[config.mk]
export PLATFORM = sky130hd
export DESIGN_NAME = multicycle_control_unit
export DESIGN_NICKNAME = d
export VERILOG_FILES = /design/src/rtl/multicycle_control_unit.sv
export SDC_FILE = /design/constraint.sdc
export NUM_CORES = 1
export LEC_CHECK = 0
export CAP_MARGIN = 5
export CORE_MARGIN = 2
export CORE_UTILIZATION = 50
export CTS_BUF_LIST = sky130_fd_sc_hd__clkbuf_4 sky130_fd_sc_hd__clkbuf_8 sky130_fd_sc_hd__clkbuf_16
export CTS_CLUSTER_DIAMETER = 100
export DETAILED_ROUTE_END_ITERATION = 6
export PLACE_DENSITY_LB_ADDON = 0.3
export SLEW_MARGIN = 40
export SYNTH_ARGS = -nofsm -noshare
export SYNTH_HDL_FRONTEND = slang
export SYNTH_SLANG_ARGS = --single-unit
[constraint.sdc]
create_clock -name clk -period 3.1 [get_ports clk]
set_clock_uncertainty 0.05 [all_clocks]
set_input_delay 0.31 -clock clk [delete_from_list [all_inputs] [get_ports clk]]
set_output_delay 0.31 -clock clk [all_outputs]
set_load 0.01 [all_outputs]
[src/rtl/multicycle_control_unit.sv]
// Multicycle control unit: a six-state F/D/E/M/W/H sequencer with a registered
// decode of the instruction opcode/func and a bounded data-memory wait.
module multicycle_control_unit #(
  parameter int                 OPC_W       = 6,
  parameter int                 FUNC_W      = 5,
  parameter int                 ALUOP_W     = 5,
  parameter logic [OPC_W-1:0]   HALT_OPC    = '1,
  parameter int                 MEM_TIMEOUT = 15
) (
  input  logic               clk,
  input  logic               rst_n,
  input  logic [OPC_W-1:0]   opcode,
  input  logic [FUNC_W-1:0]  func,
  input  logic               instr_valid,
  input  logic               mem_ready,
  output logic               ir_write,
  output logic               pc_write,
  output logic               reg_write,
  output logic               mem_read,
  output logic               mem_write,
  output logic [1:0]         reg_dst,
  output logic [1:0]         mem_to_reg,
  output logic               alu_src,
  output logic [ALUOP_W-1:0] alu_op,
  output logic               alu_sel,
  output logic               is_branch,
  output logic               branch_addr_sel,
  output logic               lbl_sel,
  output logic [2:0]         state,
  output logic               illegal,
  output logic               mem_err,
  output logic               halted
);

  typedef enum logic [2:0] {
    S_F = 3'd0, S_D = 3'd1, S_E = 3'd2, S_M = 3'd3, S_W = 3'd4, S_H = 3'd5
  } state_t;

  typedef enum logic [2:0] {
    K_ALU, K_LW, K_SW, K_BR, K_BL, K_ILL
  } kind_t;

  typedef struct packed {
    logic [1:0]         reg_dst;
    logic [1:0]         mem_to_reg;
    logic               alu_src;
    logic [ALUOP_W-1:0] alu_op;
    logic               alu_sel;
    logic               is_branch;
    logic               branch_addr_sel;
    logic               lbl_sel;
  } ctl_t;

  localparam int CNT_W = (MEM_TIMEOUT > 1) ? $clog2(MEM_TIMEOUT) : 1;
  localparam logic [CNT_W-1:0] CNT_LAST = CNT_W'((MEM_TIMEOUT > 0) ? MEM_TIMEOUT - 1 : 0);

  state_t           state_q;
  kind_t            kind_q;
  kind_t            dec_kind;
  ctl_t             ctl_q;
  ctl_t             dec_ctl;
  logic [CNT_W-1:0] wait_cnt;

  // Combinational decode of the current IR; only sampled into ctl_q in D.
  always_comb begin
    dec_ctl  = '0;
    dec_kind = K_ILL;
    case (opcode)
      OPC_W'(0): begin
        dec_ctl.mem_to_reg = 2'b10;
        if (func == FUNC_W'(0)) begin
          dec_kind       = K_ALU;
          dec_ctl.alu_op = ALUOP_W'(5'b00001);
        end else if (func == FUNC_W'(1)) begin
          dec_kind        = K_ALU;
          dec_ctl.alu_op  = ALUOP_W'(5'b00101);
          dec_ctl.alu_sel = 1'b1;
        end
      end
      OPC_W'(1): begin
        dec_ctl.mem_to_reg = 2'b10;
        if (func == FUNC_W'(0)) begin
          dec_kind       = K_ALU;
          dec_ctl.alu_op = ALUOP_W'(5'b00010);
        end else if (func == FUNC_W'(1)) begin
          dec_kind       = K_ALU;
          dec_ctl.alu_op = ALUOP_W'(5'b00011);
        end
      end
      OPC_W'(2): begin
        // Even funcs 0/4 and func 1 take the shift amount from the immediate.
        dec_ctl.mem_to_reg = 2'b10;
        case (func)
          FUNC_W'(0): begin dec_kind = K_ALU; dec_ctl.alu_src = 1'b1; dec_ctl.alu_op = ALUOP_W'(5'b01010); end
          FUNC_W'(1): begin dec_kind = K_ALU; dec_ctl.alu_src = 1'b1; dec_ctl.alu_op = ALUOP_W'(5'b01000); end
          FUNC_W'(2): begin dec_kind = K_ALU; dec_ctl.alu_op = ALUOP_W'(5'b01010); end
          FUNC_W'(3): begin dec_kind = K_ALU; dec_ctl.alu_op = ALUOP_W'(5'b01000); end
          FUNC_W'(4): begin dec_kind = K_ALU; dec_ctl.alu_src = 1'b1; dec_ctl.alu_op = ALUOP_W'(5'b01001); end
          FUNC_W'(5): begin dec_kind = K_ALU; dec_ctl.alu_op = ALUOP_W'(5'b01001); end
          default: dec_kind = K_ILL;
        endcase
      end
      OPC_W'(3): begin
        dec_kind           = K_ALU;
        dec_ctl.mem_to_reg = 2'b10;
        dec_ctl.alu_src    = 1'b1;
        dec_ctl.alu_op     = ALUOP_W'(5'b00001);
      end
      OPC_W'(4): begin
        dec_kind           = K_ALU;
        dec_ctl.mem_to_reg = 2'b10;
        dec_ctl.alu_src    = 1'b1;
        dec_ctl.alu_op     = ALUOP_W'(5'b00101);
        dec_ctl.alu_sel    = 1'b1;
      end
      OPC_W'(5): begin
        dec_kind           = K_LW;
        dec_ctl.reg_dst    = 2'b01;
        dec_ctl.mem_to_reg = 2'b01;
        dec_ctl.alu_src    = 1'b1;
        dec_ctl.alu_op     = ALUOP_W'(5'b10101);
      end
      OPC_W'(6): begin
        dec_kind        = K_SW;
        dec_ctl.alu_src = 1'b1;
        dec_ctl.alu_op  = ALUOP_W'(5'b10101);
      end
      OPC_W'(7), OPC_W'(8), OPC_W'(9): begin
        dec_kind          = K_BR;
        dec_ctl.is_branch = 1'b1;
        dec_ctl.lbl_sel   = 1'b1;
      end
      OPC_W'(10): begin
        dec_kind                = K_BR;
        dec_ctl.is_branch       = 1'b1;
        dec_ctl.branch_addr_sel = 1'b1;
      end
      OPC_W'(11), OPC_W'(13), OPC_W'(14): begin
        dec_kind          = K_BR;
        dec_ctl.is_branch = 1'b1;
      end
      OPC_W'(12): begin
        dec_kind          = K_BL;
        dec_ctl.is_branch = 1'b1;
        dec_ctl.reg_dst   = 2'b10;
      end
      default: dec_kind = K_ILL;
    endcase
  end

  // Sequencer; held controls live in ctl_q and are cleared on every exit to F or H.
  always_ff @(posedge clk or negedge rst_n) begin
    if (!rst_n) begin
      state_q  <= S_F;
      kind_q   <= K_ALU;
      ctl_q    <= '0;
      wait_cnt <= '0;
      illegal  <= 1'b0;
      mem_err  <= 1'b0;
      halted   <= 1'b0;
    end else begin
      case (state_q)
        S_F: if (instr_valid) state_q <= S_D;
        S_D: begin
          if (opcode == HALT_OPC) begin
            halted  <= 1'b1;
            state_q <= S_H;
          end else if (dec_kind == K_ILL) begin
            illegal <= 1'b1;
            halted  <= 1'b1;
            state_q <= S_H;
          end else begin
            ctl_q   <= dec_ctl;
            kind_q  <= dec_kind;
            state_q <= S_E;
          end
        end
        S_E: begin
          case (kind_q)
            K_LW, K_SW: begin
              wait_cnt <= '0;
              state_q  <= S_M;
            end
            K_BR: begin
              ctl_q   <= '0;
              state_q <= S_F;
            end
            default: state_q <= S_W;
          endcase
        end
        // A ready on the last allowed wait cycle still completes normally.
        S_M: begin
          if (mem_ready) begin
            if (kind_q == K_LW) begin
              state_q <= S_W;
            end else begin
              ctl_q   <= '0;
              state_q <= S_F;
            end
          end else if (MEM_TIMEOUT != 0 && wait_cnt == CNT_LAST) begin
            mem_err <= 1'b1;
            halted  <= 1'b1;
            ctl_q   <= '0;
            state_q <= S_H;
          end else begin
            wait_cnt <= wait_cnt + CNT_W'(1);
          end
        end
        S_W: begin
          ctl_q   <= '0;
          state_q <= S_F;
        end
        S_H: state_q <= S_H;
        default: state_q <= S_F;
      endcase
    end
  end

  assign ir_write  = (state_q == S_F) && instr_valid;
  assign pc_write  = ((state_q == S_E) && (kind_q == K_BR)) ||
                     ((state_q == S_M) && (kind_q == K_SW) && mem_ready) ||
                     (state_q == S_W);
  assign reg_write = (state_q == S_W);
  assign mem_read  = (state_q == S_M) && (kind_q == K_LW);
  assign mem_write = (state_q == S_M) && (kind_q == K_SW);

  assign reg_dst         = ctl_q.reg_dst;
  assign mem_to_reg      = ctl_q.mem_to_reg;
  assign alu_src         = ctl_q.alu_src;
  assign alu_op          = ctl_q.alu_op;
  assign alu_sel         = ctl_q.alu_sel;
  assign is_branch       = ctl_q.is_branch;
  assign branch_addr_sel = ctl_q.branch_addr_sel;
  assign lbl_sel         = ctl_q.lbl_sel;
  assign state           = state_q;

endmodule

==> results of run 1 <==
-- worst max path at each step --
stage / end / start / slack (ns) / cells after the start
after CTS: pc_write / state[0]$_DFFE_PN0P_ / 0.68 / 3
after global routing: mem_write / state[0]$_DFFE_PN0P_ / 0.54 / 3
after detailed placement: is_branch$_DFFE_PN0P_ / opcode[0] / 0.52 / 7
after floorplan: alu_op[4]$_DFFE_PN0P_ / state[2]$_DFFE_PN0P_ / 1.14 / 6
after global placement: alu_op[3]$_DFFE_PN0P_ / opcode[0] / 0.63 / 7
final: pc_write / state[0]$_DFFE_PN0P_ / 0.67 / 3
-- worst register-to-register path, cell delays in order, from the launching register on --
cell and delay [ns]:
dfrtp_1 0.67, nand2b_4 0.11, or2_1 0.26, or3_1 0.54
a2111oi_4 0.44, a21o_1 0.12
-- through the flow --
step | cells | utilization
after floorplan | 179 | -
final | 265 | 0.684
after detailed placement | 261 | 0.674
after global placement | 261 | 0.674
after CTS | 265 | 0.684
after global routing | 265 | 0.684
-- report_power, final --
| part | internal, W | switching, W | total (W) |
|---|---|---|---|
| clock | 0.0000498 | 0.000121 | 0.000171 |
| combinational | 0.000260 | 0.000268 | 0.000528 |
| sequential | 0.000407 | 0.000100 | 0.000507 |
| total | 0.000716 | 0.000490 | 0.00121 |
-- cell usage after synthesis, types with 2 or more instances --
library cell and n:
dfrtp_1 27, nand2_1 19, nor2_1 14, o21ai_0 14
nand2b_1 10, a21oi_1 8, nor3_1 7, nor4_1 6
a32o_1 5, clkbuf_1 5, nand3_1 5, xor2_1 5
a21o_1 4, nor2b_1 4, o22ai_1 4, o2bb2ai_1 4
inv_1 3, or2_2 3, or3_1 3, a211o_1 2
buf_6 2, ha_1 2, mux2_2 2, nand3b_1 2
nor3b_1 2, o211ai_1 2
-- final cells by class --
class,count,area share
multi-input cells,141,0.423
flip-flops and latches,27,0.321
repair buffers,46,0.210
well taps,44,0.0262
clock buffers,3,0.0107
inverters,3,0.00535
clock inverters,1,0.00357
-- logic make-up after synthesis --
family          count (synthesis)
compound gates                 49
simple gates                   81
fa+ha+maj                       2
flops                          27
xor+xnor                        6
mux                             3
buf+inv                        11
-- layer usage --
metal  vias up  global-route usage  share of wire
li1        742                   -              -
met1       735               0.304           0.45
met2        42               0.435           0.49
met3         5              0.0384          0.045
met4         0              0.0963          0.013
met5         -                   0              0
==> results.toml, run 1 <==
[clock_network]
path_clk_slew_ns = 0.16
numCtsBuffers = 3
cts.sinks = 27
hold_buffers = 0
clk_latency_ns = 0.35
max-clock-path-buffers = 2
cts-resized-gates = 0
clockRootBuffer = "clkbuf_4"
tritoncts = "done"
post_cts_buffers = 0
htreeDepth = 1

[detailed_routing]
dr.pass1.iters = 4
drtIter0Drc = 153
vias = 1524
vias_per_cell = 5.75
wirelength_um = 4080
ant_nets = 0
drc_errors = 0
wl_per_cell_um = 15.4

[worst_setup_path]
cpPeakStageDelay_ns = 0.58
start_kind = "flop"
critPathSlowestCell = "dfrtp_1"
cp.required_ns = 2.74
crit_fanout = 16
reg2reg_to = "mem_to_reg[0]$_DFFE_PN0P_"
reg2reg_setup_slack_ns = 0.87
reg2regPathDepth = 5
crit_type = "flop to output port"
end_kind = "output port"
crit_buf_inv = 1
cp.arrival_ns = 2.07
rr_startpoint = "state[0]$_DFFE_PN0P_"
crit_chain = "nor3b_1 -> a21o_1 -> clkdlybuf4s50_1"
crit_family = "flip-flops"

[yosys]
syn_area_mm2 = 0.00162
synth_edf_count = 0
syn_inst = 179
synth_area_per_cell_um2 = 9.06
netlist.area_leader.share = 0.417
yosys_warnings = 0
synth-xor-area-share = 0.0324
synth_fa_ha_area_frac = 0.0154
synth_compound_area_frac = 0.217
synth-seq-cells = 27
synth_nets = 196
synth_top_family_by_area = "simple AND/OR/NAND/NOR gates"
postSynth.asyncResetShare = 1.00
synth_largest_area_cell = "dfrtp_1"
synthTopCellsByArea = "dfrtp_1 (42%), nand2_1 (4.4%), o21ai_0 (4.3%), nand2b_1 (3.9%), nor2_1 (3.2%)"
yosys.area_share.simple = 0.264
synthFlopType = "dfrtp_1"
synth_seq_area_share = 0.417
synth.distinct_cells = 41
muxShareOfSynthArea = 0.0201

[placed_design]
gp_congestion = 0.862
dp_hpwl_um = 3120
pre_cts_ws_ns = 0.524
place.port_buffers = 39
placed_area_mm2 = 0.00207

[timing]
period_needed_ns = 2.43
fmaxAchievable_ghz = 0.412
rsz0062_at_grt = "false"
hold_ws_ns = 0.251
relSlewSlack = 0.491
finalSetupTns_ns = 0
slew_violations = 0
fin_crit_sh = 0.783
fin_ws_ns = 0.671
hold_viol_final = 0
finalSetupViolations = 0
worstMarginPinSlew_ns = 0.756

[cells_and_area]
final_cell_mix = "clkdlybuf4s50_1 (39), dfrtp_1 (27), nand2_1 (19), nor2_1 (14), o21ai_0 (14)"
final_area_mm2 = 0.00210
largest_reg_flops = 5
antenna_cells = 0
drive_gt1_frac = 0.0860
multi_input_area_um2 = 890
final_common_cell = "clkdlybuf4s50_1"
n_fill_cell = 260
fin_nets = 239
syn2layout_area_growth_pct = 29.8
seqCellArea_um2 = 676

[power]
p_leak_nw = 0.878
power.density_mw_per_mm2 = 573
power_w = 0.00121
peakVddDrop_v = 0.000273

[flow_run]
cap_violations = 0

[floorplanning]
die_h_um = 61.0
dieArea_mm2 = 0.00371
fp-row-count = 20
io_pins = 40
die_w_um = 61.0
start_util = 0.527
coreArea_mm2 = 0.00308

[global_routing]
grt_max_degree = 28
grt_pass1_wl_um = 6800
grt_overflow = 0
grt_pass1_vias = 1473
antenna_found_initial = 0
grt_usage = 0.248

[status]
run_status = "finished clean"

[min_path]
hp-class = "input pin to asynchronous set/reset pin"
Power figures use the tool's default switching activity.
==> run 2, diff against run 1 <==
CORE_UTILIZATION = 44   (was 50)
clock period = 2.1 ns   (was 3.1 ns; I/O delays follow)
==> results.toml, run 2 (synthesis results as in run 1) <==
[status]
run_status = "finished clean"

[worst_setup_path]
crit_type = "flop to output port"
cp.required_ns = 1.84
crit_fanout = 5
end_kind = "output port"
start_kind = "flop"
cp.arrival_ns = 1.70

[cells_and_area]
fin_nets = 259
final_area_mm2 = 0.00231
syn2layout_area_growth_pct = 42.4
final_cell_mix = "clkdlybuf4s50_1 (36), buf_4 (27), dfrtp_1 (24), nand2_1 (19)"
drive_gt1_frac = 0.183
final_common_cell = "clkdlybuf4s50_1"
largest_reg_flops = 5
fin_cells = 289
antenna_cells = 0

[timing]
fmaxAchievable_ghz = 0.511
period_needed_ns = 1.96
relSlewSlack = 0.642
worstMarginPinSlew_ns = 0.532
fin_crit_sh = 0.932
slew_violations = 0
rsz0062_at_grt = "false"
hold_viol_final = 0
finalSetupViolations = 0

[clock_network]
clk_latency_ns = 0.28
cts.sinks = 27
path_clk_slew_ns = 0.10
max-clock-path-buffers = 2
clockRootBuffer = "clkbuf_8"
numCtsBuffers = 3
tritoncts = "done"
htreeDepth = 1
hold_buffers = 0

[placed_design]
placed_area_mm2 = 0.00221
dp_hpwl_um = 3150
gp_congestion = 0.902
place.port_buffers = 39
dp.cells = 283

[flow_run]
cap_violations = 0

[global_routing]
antenna_found_initial = 0
grt_pass1_wl_um = 6930
grt_overflow = 0
grt_max_degree = 28
grt_usage = 0.213
grt_pass1_vias = 1536

[detailed_routing]
drtIter0Drc = 76
wirelength_um = 4080
vias = 1586
ant_nets = 0
drc_errors = 0
vias_per_cell = 5.49
dr.pass1.iters = 5
wl_per_cell_um = 14.1

[power]
p_leak_nw = 1.03
peakVddDrop_v = 0.000432
power.density_mw_per_mm2 = 853

[floorplanning]
start_util = 0.450
die_h_um = 64.7
fp-row-count = 22
io_pins = 40
die_w_um = 64.7
coreArea_mm2 = 0.00361
dieArea_mm2 = 0.00419

[min_path]
hp-class = "input pin to asynchronous set/reset pin"
-- run 2: changes by cell type in the layout (fill, tap and decap cells not counted), moves of 3 or more --
cell	delta
buf_4	+20
clkbuf_4	-3
clkbuf_8	+3
clkdlybuf4s50_1	-3
dfrtp_1	-3
dfrtp_2	+3
dlymetal6s2s_1	+3
-- run 2: cell type report --
type / instances / area [um^2]
clock buffers: 3 / 41.3
clock inverters: 1 / 7.51
fillers: 312 / 1300
inverters: 3 / 11.3
multi-input cells: 141 / 908
flip-flops and latches: 27 / 679
well taps: 48 / 60.1
repair buffers: 66 / 601
-- run 2: routing by layer --
metal	GRT usage	wire (um)	vias up
met5	0	0	-
met4	0.104	109	0
met3	0.0208	183	9
met2	0.349	1920	59
met1	0.282	1870	736
li1	-	-	782
-- run 2: final timing paths --
check / start / endpoint / slack [ns] / depth (start not counted)
worst max-delay path: state[1]$_DFFE_PN0P_ / reg_write / 0.14 / 3
min in group clk: illegal$_DFFE_PN0P_ / illegal$_DFFE_PN0P_ / 0.42 / 1
worst max register to register: state[1]$_DFFE_PN0P_ / reg_dst[0]$_DFFE_PN0P_ / 0.15 / 5
worst min register to register: illegal$_DFFE_PN0P_ / illegal$_DFFE_PN0P_ / 0.42 / 1
worst min-delay path: rst_n / wait_cnt[0]$_DFFE_PN0P_ / 0.24 / 2
max in group asynchronous: rst_n / kind_q[0]$_DFFE_PN0P_ / 1.47 / 2
-- run 2: timing repair --
action,4_1_cts,5_1_grt
endpoints found under the setup margin,3,3
pin swaps,0,0
buffers inserted,0,2
cloned,0,0
gates resized for setup,2,7
-- run 2: report_power, final --
part | internal (W) | total, W | leakage [nW] | switching, W
Clock | 0.000135 | 0.000302 | 0.0217 | 0.000167
Sequential | 0.000606 | 0.000706 | 0.355 | 0.000100
Combinational | 0.000484 | 0.000961 | 0.656 | 0.000477
Total | 0.00123 | 0.00197 | 1.03 | 0.000744
-- run 2: stage by stage --
step                       util  total power [W]  hold WS [ns]  setup TNS [ns]  setup slack [ns]
final                     0.640          0.00197         0.242               0             0.142
after global routing      0.640          0.00211         0.270               0            0.0650
after CTS                 0.629          0.00195         0.250               0           0.00696
after detailed placement  0.614          0.00163         0.401          -0.240           -0.0982
after global placement    0.614          0.00162         0.401         -0.0435           -0.0219
after floorplan               -          0.00123        -0.136               0             0.137
-- run 2: critical path, stage by stage (launching register included) --
cell and delay [ns]:
dfrtp_2 0.45, buf_4 0.16, nor3b_4 0.23, clkdlybuf4s50_1 0.58
==> run 3, diff against run 2 <==
CTS_BUF_LIST = unset   (was sky130_fd_sc_hd__clkbuf_4 sky130_fd_sc_hd__clkbuf_8 sky130_fd_sc_hd__clkbuf_16)
SKIP_LAST_GASP = 1   (was unset)
==> results.toml, run 3 (synthesis results as in run 1) <==
[cells_and_area]
postLayoutCoreUtil = 0.639
fin_nets = 259
final_cell_mix = "clkdlybuf4s50_1 (37), buf_4 (27), dfrtp_1 (24), nand2_1 (19)"
largest_reg_flops = 5
final_common_cell = "clkdlybuf4s50_1"
drive_gt1_frac = 0.183
antenna_cells = 0
syn2layout_area_growth_pct = 42.2
final_area_mm2 = 0.00231

[timing]
relSlewSlack = 0.646
hold_viol_final = 0
finalSetupViolations = 0
worstMarginPinSlew_ns = 0.526
fin_crit_sh = 0.962
period_needed_ns = 2.02
rsz0062_at_grt = "true"
hold_ws_ns = 0.242
slew_violations = 0
fmaxAchievable_ghz = 0.495

[power]
seq_power_share = 0.358
power.density_mw_per_mm2 = 855
p_leak_nw = 1.02
p_clk_frac = 0.153
p_switching_w = 0.000745
swShare = 0.378
internal-power_w = 0.00123
combPwrFrac = 0.489
peakVddDrop_v = 0.000432

[global_routing]
grt_pass1_vias = 1536
grt_usage = 0.213
grtUsageMet3 = 0.0208
grt_overflow = 0
grt_max_degree = 28
met2_usage = 0.349
antenna_found_initial = 0
grtUsageMet1 = 0.282
grt_pass1_wl_um = 6930
busiest_layer = "met2"

[worst_setup_path]
critPathSlowestCell = "clkdlybuf4s50_1"
cpPeakStageDelay_ns = 0.56
cp.arrival_ns = 1.76
start_kind = "flop"
crit_chain = "buf_4 -> nand2b_1 -> nor3_1 -> clkdlybuf4s50_1"
end_kind = "output port"
crit_buf_inv = 2
crit_fanout = 5
cp.required_ns = 1.84
crit_type = "flop to output port"
crit_family = "buffers and inverters"

[clock_network]
clockRootBuffer = "clkbuf_8"
cts.sinks = 27
tritoncts = "done"
max-clock-path-buffers = 2
numCtsBuffers = 3
hold_buffers = 0
clk_latency_ns = 0.28
htreeDepth = 1
path_clk_slew_ns = 0.10

[floorplanning]
fp-row-count = 22
coreArea_mm2 = 0.00361
die_w_um = 64.7
start_util = 0.450
dieArea_mm2 = 0.00419
io_pins = 40
die_h_um = 64.7

[flow_run]
cap_violations = 0

[detailed_routing]
vias_per_cell = 5.49
ant_nets = 0
vias = 1588
dr.pass1.iters = 5
wl_per_cell_um = 14.2
wirelength_um = 4100
drc_errors = 0
drtIter0Drc = 76

[placed_design]
place.port_buffers = 39
dp_hpwl_um = 3150
placed_area_mm2 = 0.00221
gp_congestion = 0.902

[min_path]
hp-class = "input pin to asynchronous set/reset pin"

[status]
run_status = "finished clean"
run 3: power by group through the flow:
stage | registers, W | clock network, W | logic, W
after global routing | 0.000721 | 0.000337 | 0.00105
final | 0.000707 | 0.000302 | 0.000964
after global placement | 0.000703 | 0 | 0.000915
after CTS | 0.000703 | 0.000313 | 0.000933
after floorplan | 0.000719 | 0 | 0.000510
after detailed placement | 0.000710 | 0 | 0.000924
run 3: area by class of cell:
cell class,instances,area (um^2)
Inverter,3,11.3
Timing Repair Buffer,66,598
Clock inverter,1,7.51
Multi-Input combinational cell,141,908
Clock buffer,3,41.3
Sequential cell,27,679
Fill cell,313,1300
Tap cell,48,60.1
run 3: metal layers:
layer	wire length, um	share of wire
met5	0	0
met4	109	0.027
met3	160	0.039
met2	1960	0.48
met1	1870	0.46
run 3: what timing repair did:
item,in CTS,in global routing
gates resized for setup,2,6
setup buffers,0,2
setup endpoints to repair,3,3
run 3: worst paths after layout:
check / slack (ns) / endpoint / depth (start not counted) / from
min: 0.24 / wait_cnt[0]$_DFFE_PN0P_ / 2 / rst_n
max: 0.08 / ir_write / 4 / state[1]$_DFFE_PN0P_
max in group asynchronous: 1.47 / kind_q[0]$_DFFE_PN0P_ / 2 / rst_n
min in group clk: 0.42 / illegal$_DFFE_PN0P_ / 1 / illegal$_DFFE_PN0P_
min reg2reg: 0.42 / illegal$_DFFE_PN0P_ / 1 / illegal$_DFFE_PN0P_
max reg2reg: 0.15 / reg_dst[0]$_DFFE_PN0P_ / 5 / state[1]$_DFFE_PN0P_
run 3: metrics by stage:
step | power [W] | setup TNS (ns) | std cells | setup slack [ns]
2_1_floorplan | 0.00123 | 0 | 179 | 0.137
3_3_place_gp | 0.00162 | -0.0435 | 283 | -0.0219
3_5_place_dp | 0.00163 | -0.240 | 283 | -0.0982
4_1_cts | 0.00195 | 0 | 287 | 0.00696
5_1_grt | 0.00211 | -0.0474 | 289 | -0.0474
6_report | 0.00197 | 0 | 289 | 0.0791
